File: src/rtl/upp_ctrl_pkg.sv
// upp_ctrl_pkg: shared state encoding, mode codes and default cycle constants for the UPP link controller
package upp_ctrl_pkg;
  typedef enum logic [2:0] {OFF, HOLD_RST, SETTLE, RUN, BLANK, ALIGN} state_t;
  localparam logic MODE_20M = 1'b0;
  localparam logic MODE_40K = 1'b1;
  localparam int BLANK_CYC_D = 16;
  localparam int RST_CYC_D = 8;
  localparam int SETTLE_CYC_D = 64;
  localparam int DIV_PERIOD_D = 1000;
  localparam int RX_TIMEOUT_D = 4000;
  function automatic int max3(input int a, input int b, input int c);
    return (a > b) ? ((a > c) ? a : c) : ((b > c) ? b : c);
  endfunction
endpackage

File: src/rtl/upp_link_ctrl_if.sv
// upp_link_ctrl_if: config/datapath bundle; slave = controller (tx_en, mode_req, mode_req_vld, rx_valid, err_clr in; sel, tx_blank, link_rst, busy, mode_ack, mode_nack, link_up, timeout_err out), master = driver side
interface upp_link_ctrl_if;
  logic tx_en;
  logic mode_req;
  logic mode_req_vld;
  logic rx_valid;
  logic err_clr;
  logic sel;
  logic tx_blank;
  logic link_rst;
  logic busy;
  logic mode_ack;
  logic mode_nack;
  logic link_up;
  logic timeout_err;
  modport slave (
    input tx_en, mode_req, mode_req_vld, rx_valid, err_clr,
    output sel, tx_blank, link_rst, busy, mode_ack, mode_nack, link_up, timeout_err
  );
  modport master (
    output tx_en, mode_req, mode_req_vld, rx_valid, err_clr,
    input sel, tx_blank, link_rst, busy, mode_ack, mode_nack, link_up, timeout_err
  );
endinterface

File: src/rtl/upp_cycle_timer.sv
// upp_cycle_timer: loadable down-counter shared by timed states; ports clk_40m, cfg_rst_n, load, load_val in; value, done (value==0) out
module upp_cycle_timer #(
  parameter int W = 6
) (
  input  logic         clk_40m,
  input  logic         cfg_rst_n,
  input  logic         load,
  input  logic [W-1:0] load_val,
  output logic [W-1:0] value,
  output logic         done
);
  always_ff @(posedge clk_40m or negedge cfg_rst_n)
    if (!cfg_rst_n) value <= '0;
    else value <= load ? load_val : (value != '0) ? value - 1'b1 : value;
  assign done = value == '0;
endmodule

File: src/rtl/upp_link_ctrl.sv
// upp_link_ctrl: UPP/EMIF link sequencer (rate select, datapath reset, TX blanking, rx watchdog); ports clk_40m, cfg_rst_n, lnk (slave modport)
module upp_link_ctrl
  import upp_ctrl_pkg::*;
#(
  parameter int BLANK_CYC  = BLANK_CYC_D,
  parameter int RST_CYC    = RST_CYC_D,
  parameter int SETTLE_CYC = SETTLE_CYC_D,
  parameter int DIV_PERIOD = DIV_PERIOD_D,
  parameter int RX_TIMEOUT = RX_TIMEOUT_D
) (
  input  logic            clk_40m,
  input  logic            cfg_rst_n,
  upp_link_ctrl_if.slave  lnk
);
  localparam int TW = $clog2(max3(BLANK_CYC, RST_CYC, SETTLE_CYC));
  localparam int PW = $clog2(DIV_PERIOD);
  localparam int WW = $clog2(RX_TIMEOUT);
  state_t state, state_nxt;
  logic [TW-1:0] t_load_val, t_val_unused;
  logic [PW-1:0] phase;
  logic [WW-1:0] wd;
  logic t_load, t_done, pend, pend_mode, rx_m, rx_s;
  logic req_sw, req_same, req_rej, ack_settle, wd_clr, wd_set;
  upp_cycle_timer #(.W(TW)) u_tmr (
    .clk_40m   (clk_40m),
    .cfg_rst_n (cfg_rst_n),
    .load      (t_load),
    .load_val  (t_load_val),
    .value     (t_val_unused),
    .done      (t_done)
  );
  always_ff @(posedge clk_40m or negedge cfg_rst_n)
    if (!cfg_rst_n) state <= OFF;
    else state <= state_nxt;
  always_comb begin
    req_sw = lnk.mode_req_vld && lnk.tx_en && state == RUN && lnk.mode_req != lnk.sel;
    req_same = lnk.mode_req_vld && lnk.tx_en && state == RUN && lnk.mode_req == lnk.sel;
    req_rej = lnk.mode_req_vld && !(lnk.tx_en && state == RUN);
    state_nxt = state;
    if (!lnk.tx_en) state_nxt = OFF;
    else
      case (state)
        OFF:      state_nxt = HOLD_RST;
        HOLD_RST: state_nxt = t_done ? SETTLE : HOLD_RST;
        SETTLE:   state_nxt = t_done ? RUN : SETTLE;
        RUN:      state_nxt = req_sw ? BLANK : RUN;
        BLANK:    state_nxt = t_done ? ALIGN : BLANK;
        ALIGN:    state_nxt = (phase == PW'(DIV_PERIOD - 1)) ? HOLD_RST : ALIGN;
        default:  state_nxt = OFF;
      endcase
    ack_settle = state == SETTLE && state_nxt == RUN && pend;
    t_load = state_nxt != state;
    t_load_val = (state_nxt == HOLD_RST) ? TW'(RST_CYC - 1) :
                 (state_nxt == SETTLE)   ? TW'(SETTLE_CYC - 1) :
                 (state_nxt == BLANK)    ? TW'(BLANK_CYC - 1) : '0;
  end
  always_comb begin
    lnk.tx_blank = state != RUN;
    lnk.link_rst = state == OFF || state == HOLD_RST;
    lnk.busy = !(state == OFF || state == RUN);
    lnk.link_up = state == RUN && !lnk.timeout_err;
  end
  always_ff @(posedge clk_40m or negedge cfg_rst_n)
    if (!cfg_rst_n) begin
      lnk.sel <= MODE_20M;
      pend <= 1'b0;
      pend_mode <= MODE_20M;
      lnk.mode_ack <= 1'b0;
      lnk.mode_nack <= 1'b0;
    end else begin
      lnk.mode_ack <= req_same || ack_settle;
      lnk.mode_nack <= req_rej;
      pend <= req_sw ? 1'b1 : (state_nxt == OFF || ack_settle) ? 1'b0 : pend;
      pend_mode <= req_sw ? lnk.mode_req : pend_mode;
      lnk.sel <= (state == ALIGN && state_nxt == HOLD_RST) ? pend_mode : lnk.sel;
    end
  // phase is held at 0 during link_rst so it restarts in step with the datapath dividers
  always_ff @(posedge clk_40m or negedge cfg_rst_n)
    if (!cfg_rst_n) phase <= '0;
    else phase <= (lnk.link_rst || phase == PW'(DIV_PERIOD - 1)) ? '0 : phase + 1'b1;
  always_comb begin
    wd_clr = rx_s || lnk.err_clr || state != RUN;
    wd_set = state == RUN && !rx_s && wd == WW'(RX_TIMEOUT - 1);
  end
  // set is independent of err_clr so a coincident clear loses
  always_ff @(posedge clk_40m or negedge cfg_rst_n)
    if (!cfg_rst_n) begin
      rx_m <= 1'b0;
      rx_s <= 1'b0;
      wd <= '0;
      lnk.timeout_err <= 1'b0;
    end else begin
      rx_m <= lnk.rx_valid;
      rx_s <= rx_m;
      wd <= (wd_clr || wd == WW'(RX_TIMEOUT - 1)) ? '0 : wd + 1'b1;
      lnk.timeout_err <= wd_set ? 1'b1 : lnk.err_clr ? 1'b0 : lnk.timeout_err;
    end
endmodule
File: src/flat_wrapper.sv
// flat-port wrapper written by rule: the top's interface ports become plain ports
module upp_link_ctrl_flat import upp_ctrl_pkg::*;
#(
  parameter int BLANK_CYC  = BLANK_CYC_D,
  parameter int RST_CYC    = RST_CYC_D,
  parameter int SETTLE_CYC = SETTLE_CYC_D,
  parameter int DIV_PERIOD = DIV_PERIOD_D,
  parameter int RX_TIMEOUT = RX_TIMEOUT_D
)
  (clk_40m, cfg_rst_n, lnk_tx_en, lnk_mode_req, lnk_mode_req_vld, lnk_rx_valid, lnk_err_clr, lnk_sel, lnk_tx_blank, lnk_link_rst, lnk_busy, lnk_mode_ack, lnk_mode_nack, lnk_link_up, lnk_timeout_err);
  upp_link_ctrl_if lnk_i ();
  input  logic clk_40m;
  input  logic cfg_rst_n;
  input wire logic [$bits(lnk_i.tx_en)-1:0] lnk_tx_en;
  input wire logic [$bits(lnk_i.mode_req)-1:0] lnk_mode_req;
  input wire logic [$bits(lnk_i.mode_req_vld)-1:0] lnk_mode_req_vld;
  input wire logic [$bits(lnk_i.rx_valid)-1:0] lnk_rx_valid;
  input wire logic [$bits(lnk_i.err_clr)-1:0] lnk_err_clr;
  output wire logic [$bits(lnk_i.sel)-1:0] lnk_sel;
  output wire logic [$bits(lnk_i.tx_blank)-1:0] lnk_tx_blank;
  output wire logic [$bits(lnk_i.link_rst)-1:0] lnk_link_rst;
  output wire logic [$bits(lnk_i.busy)-1:0] lnk_busy;
  output wire logic [$bits(lnk_i.mode_ack)-1:0] lnk_mode_ack;
  output wire logic [$bits(lnk_i.mode_nack)-1:0] lnk_mode_nack;
  output wire logic [$bits(lnk_i.link_up)-1:0] lnk_link_up;
  output wire logic [$bits(lnk_i.timeout_err)-1:0] lnk_timeout_err;
  assign lnk_i.tx_en = lnk_tx_en;
  assign lnk_i.mode_req = lnk_mode_req;
  assign lnk_i.mode_req_vld = lnk_mode_req_vld;
  assign lnk_i.rx_valid = lnk_rx_valid;
  assign lnk_i.err_clr = lnk_err_clr;
  assign lnk_sel = lnk_i.sel;
  assign lnk_tx_blank = lnk_i.tx_blank;
  assign lnk_link_rst = lnk_i.link_rst;
  assign lnk_busy = lnk_i.busy;
  assign lnk_mode_ack = lnk_i.mode_ack;
  assign lnk_mode_nack = lnk_i.mode_nack;
  assign lnk_link_up = lnk_i.link_up;
  assign lnk_timeout_err = lnk_i.timeout_err;
  upp_link_ctrl #(.BLANK_CYC(BLANK_CYC), .RST_CYC(RST_CYC), .SETTLE_CYC(SETTLE_CYC), .DIV_PERIOD(DIV_PERIOD), .RX_TIMEOUT(RX_TIMEOUT)) u_core (.clk_40m(clk_40m), .cfg_rst_n(cfg_rst_n), .lnk(lnk_i));
endmodule
File: config.mk
export PLATFORM = sky130hd
export DESIGN_NAME = upp_link_ctrl_flat
export DESIGN_NICKNAME = d
export VERILOG_FILES = /design/src/rtl/upp_ctrl_pkg.sv /design/src/rtl/upp_link_ctrl_if.sv /design/src/rtl/upp_cycle_timer.sv /design/src/rtl/upp_link_ctrl.sv /design/src/flat_wrapper.sv
export SDC_FILE = /design/constraint.sdc
export NUM_CORES = 1
export LEC_CHECK = 0
export ABC_CLOCK_PERIOD_IN_PS = 2400
export CAP_MARGIN = 30
export CORE_MARGIN = 2
export CORE_UTILIZATION = 58
export DETAILED_ROUTE_END_ITERATION = 10
export GPL_TIMING_DRIVEN = 0
export PLACE_DENSITY = 0.81
export SETUP_SLACK_MARGIN = 0.1
export SKIP_CTS_REPAIR_TIMING = 1
export SLEW_MARGIN = 20
export SYNTH_ARGS = -nofsm -noshare
export SYNTH_HDL_FRONTEND = slang
export SYNTH_SLANG_ARGS = --single-unit
File: constraint.sdc
create_clock -name clk_40m -period 2.4 [get_ports clk_40m]
set_input_delay 0.48 -clock clk_40m [delete_from_list [all_inputs] [get_ports clk_40m]]
set_output_delay 0.48 -clock clk_40m [all_outputs]
set_load 0.03 [all_outputs]
==> impl_metrics.py <==
metrics = {
    "floorplanning": {
        "core_sq_mm": 0.003416,
        "die_w_um": 64.20,
        "dieArea_sq_mm": 0.004122,
        "rows": 21,
        "ios": 15,
        "die_height_um": 64.20,
        "start_util_pct": 61.54,
    },
    "drt": {
        "viasPerCell": 5.633,
        "vias": 1611,
        "drc_errors": 0,
        "ant_nets": 0,
        "drt-total-wl_um": 3813,
        "drt_iter0_markers": 75,
        "detail_route.first_pass.iterations": 4,
        "routedWlPerCell_um": 13.33,
    },
    "logic_synthesis": {
        "synth_seq_cells": 39,
        "synth_area_sq_mm": 0.002102,
        "synth_ff_type": "dfrtp_1",
        "ys.warnings.count": 0,
        "avgSynthCellArea_sq_um": 9.687,
        "synth_top_cell_area_share_pct": 46.43,
        "yosys.area.top_type": "dfrtp_1",
        "syn_inst": 217,
        "synth_seq_area_share_pct": 46.43,
        "syn_nets": 227,
        "synth-edff-count": 0,
        "synth-async-reset-ratio_pct": 100.0,
        "yosysUniqueCellTypes": 55,
        "ys_top_cells_by_area": "dfrtp_1 46%, nor2_1 5.9%, xnor2_1 4.6%",
    },
    "worst_setup_path": {
        "cp_data_required_time_ns": 1.92,
        "criticalPathCategory": "flop to primary output",
        "cp_max_fo": 10,
        "crit_path_end_kind": "primary output",
        "startpoint_type": "flop",
        "crit_arrival_ns": 1.69,
        "slowest_delay_ns": 0.43,
        "reg2regPathDepth": 7,
        "cp_cell_sequence": "buf_1 -> or3_1 -> dlymetal6s2s_1",
        "crit_slowest_cell": "dfrtp_1",
    },
    "timing": {
        "tightest_slew_ns": 0.5161,
        "fin_crit_ns": 2.170,
        "setup_violations": 0,
        "finClkSkew_ns": 0.003595,
        "hold_viol_final": 0,
        "final.period_utilization_pct": 90.41,
        "fin_ws_ns": 0.2302,
        "relSlewSlack_pct": 65.15,
        "fmax_ghz": 0.4609,
        "finalMaxSlewViolations": 0,
        "rsz0062_at_grt": "no",
    },
    "cts": {
        "insertion_delay_ns": 0.35,
        "clk_pin_slew_ns": 0.12,
        "cts_tree": "built",
        "cts_root_buf": "clkbuf_4",
        "clockBufferDepth": 2,
        "cts.sinks": 39,
        "cts-htree-levels": 2,
        "cts_made_buffers": 5,
    },
    "placed_design": {
        "io_buffer_count": 14,
        "placed_cell_area_sq_mm": 0.002322,
        "dp.cells": 278,
        "place_ws_ns": -0.1154,
        "gp_congestion": 0.8955,
        "dp_hpwl_um": 2701,
    },
    "power_and_ir_drop": {
        "p_per_area_mw_per_mm2": 683.3,
        "peakVddDrop_v": 0.0004755,
        "leakage_nw": 1.028,
    },
    "global_routing": {
        "gr-total-overflow": 0,
        "grt_pass1_vias": 1472,
        "antenna_found_initial": 0,
        "grt_usage_pct": 21.64,
        "grt_start_max_net_pins": 26,
        "grt_pass1_wl_um": 6872,
    },
    "hold_path": {
        "min_path_type": "input pin to asynchronous set/reset pin",
    },
    "outcome": {
        "status": "complete, no violations",
    },
    "final_layout": {
        "fin_area_sq_mm": 0.002390,
        "nets": 249,
        "mostFrequentLayoutCells": "39 x dfrtp_1, 33 x nor2_1, 15 x nand2_1",
        "drive_gt1_share_pct": 11.25,
        "final_common_cell": "dfrtp_1",
        "nFillCells": 282,
        "fin_cells": 286,
        "diodes": 0,
        "syn_to_final_growth_pct": 13.69,
    },
    "flow_run": {
        "maxCapViolCount": 0,
    },
}
## cell families (layout without fill, tap and decap cells)
logic type,Yosys count,after routing,share of synthesized area [%]
compound gates,36,36,12.74
xor+xnor,22,22,9.166
fa+ha+maj,3,3,1.786
buf+inv,16,39,3.929
flops,39,39,46.43
mux,2,2,1.012
simple gates,99,99,24.94
## per-layer routing
layer  GRT usage [%]  routed length (um)  up-vias
li1                -                   -      814
met1           32.60                2024      747
met2           30.08                1546       44
met3           5.458                 192        6
met4           7.979                  50        0
met5               0                   0        -
## power by group
group / switching [mW] / internal [mW]
combinational: 0.292 / 0.232
clock: 0.227 / 0.112
sequential: 0.0588 / 0.711
## synthesized netlist by cell type, types with 3 or more instances
library cell and n:
a21oi_1 6, and3_1 5, dfrtp_1 39, ha_1 3, inv_1 9, nand2_1 15, nand3_1 9, nand4_1 7
nor2_1 33, nor2b_1 4, nor3_1 5, o21ai_0 7, o32ai_1 5, or3_1 4, xnor2_1 11, xor2_1 11
## state kept, by name (all words and copies together) (netlist names)
name / count
u_core.rx_m: 1
u_core.state: 3
u_core.lnk.sel: 1
u_core.phase: 10
u_core.lnk.mode_nack: 1
u_core.u_tmr.value: 6
u_core.wd: 12
u_core.pend_mode: 1
u_core.lnk.mode_ack: 1
u_core.rx_s: 1
u_core.lnk.timeout_err: 1
u_core.pend: 1
## through the flow
| step | hold slack (ns) | util [%] | setup TNS [ns] | power (mW) |
|---|---|---|---|---|
| 3_3_place_gp | 0.3473 | 67.33 | -1.650 | 1.291 |
| 2_1_floorplan | 0.1844 | - | 0 | 1.169 |
| 4_1_cts | 0.02419 | 69.67 | -0.2427 | 1.642 |
| 5_1_grt | 0.03702 | 69.96 | 0 | 1.747 |
| 6_report | 0.02661 | 69.96 | 0 | 1.633 |
| 3_5_place_dp | 0.3427 | 67.99 | -0.1154 | 1.297 |
## layout make-up
cell class,instances,area (sq um),area share (%)
tap,46,57.56,2.408
inverter,9,33.78,1.414
buffer,7,48.80,2.042
clock inverter,3,20.02,0.8377
timing repair buffer,15,172.7,7.225
clock buffer,5,37.54,1.571
multi-input combinational,162,1044,43.66
sequential,39,975.9,40.84
## critical path: cells and delay by family (launching register included)
kind | cells | cell delay, ns
simple gates | 1 | 0.42
flops | 1 | 0.43
buf+inv | 2 | 0.49
## worst paths after layout
path	startpoint	to	slack [ns]
min	cfg_rst_n	u_core.u_tmr.value[3]	0.03
max reg2reg	u_core.u_tmr.value[0]	u_core.u_tmr.value[1]	0.33
min in group clk_40m	u_core.rx_m	u_core.rx_s	0.38
max in group asynchronous	cfg_rst_n	u_core.state[2]	1.94
min reg2reg	u_core.rx_m	u_core.rx_s	0.38
max	u_core.state[2]	lnk_busy	0.23
Power figures use the tool's default switching activity.
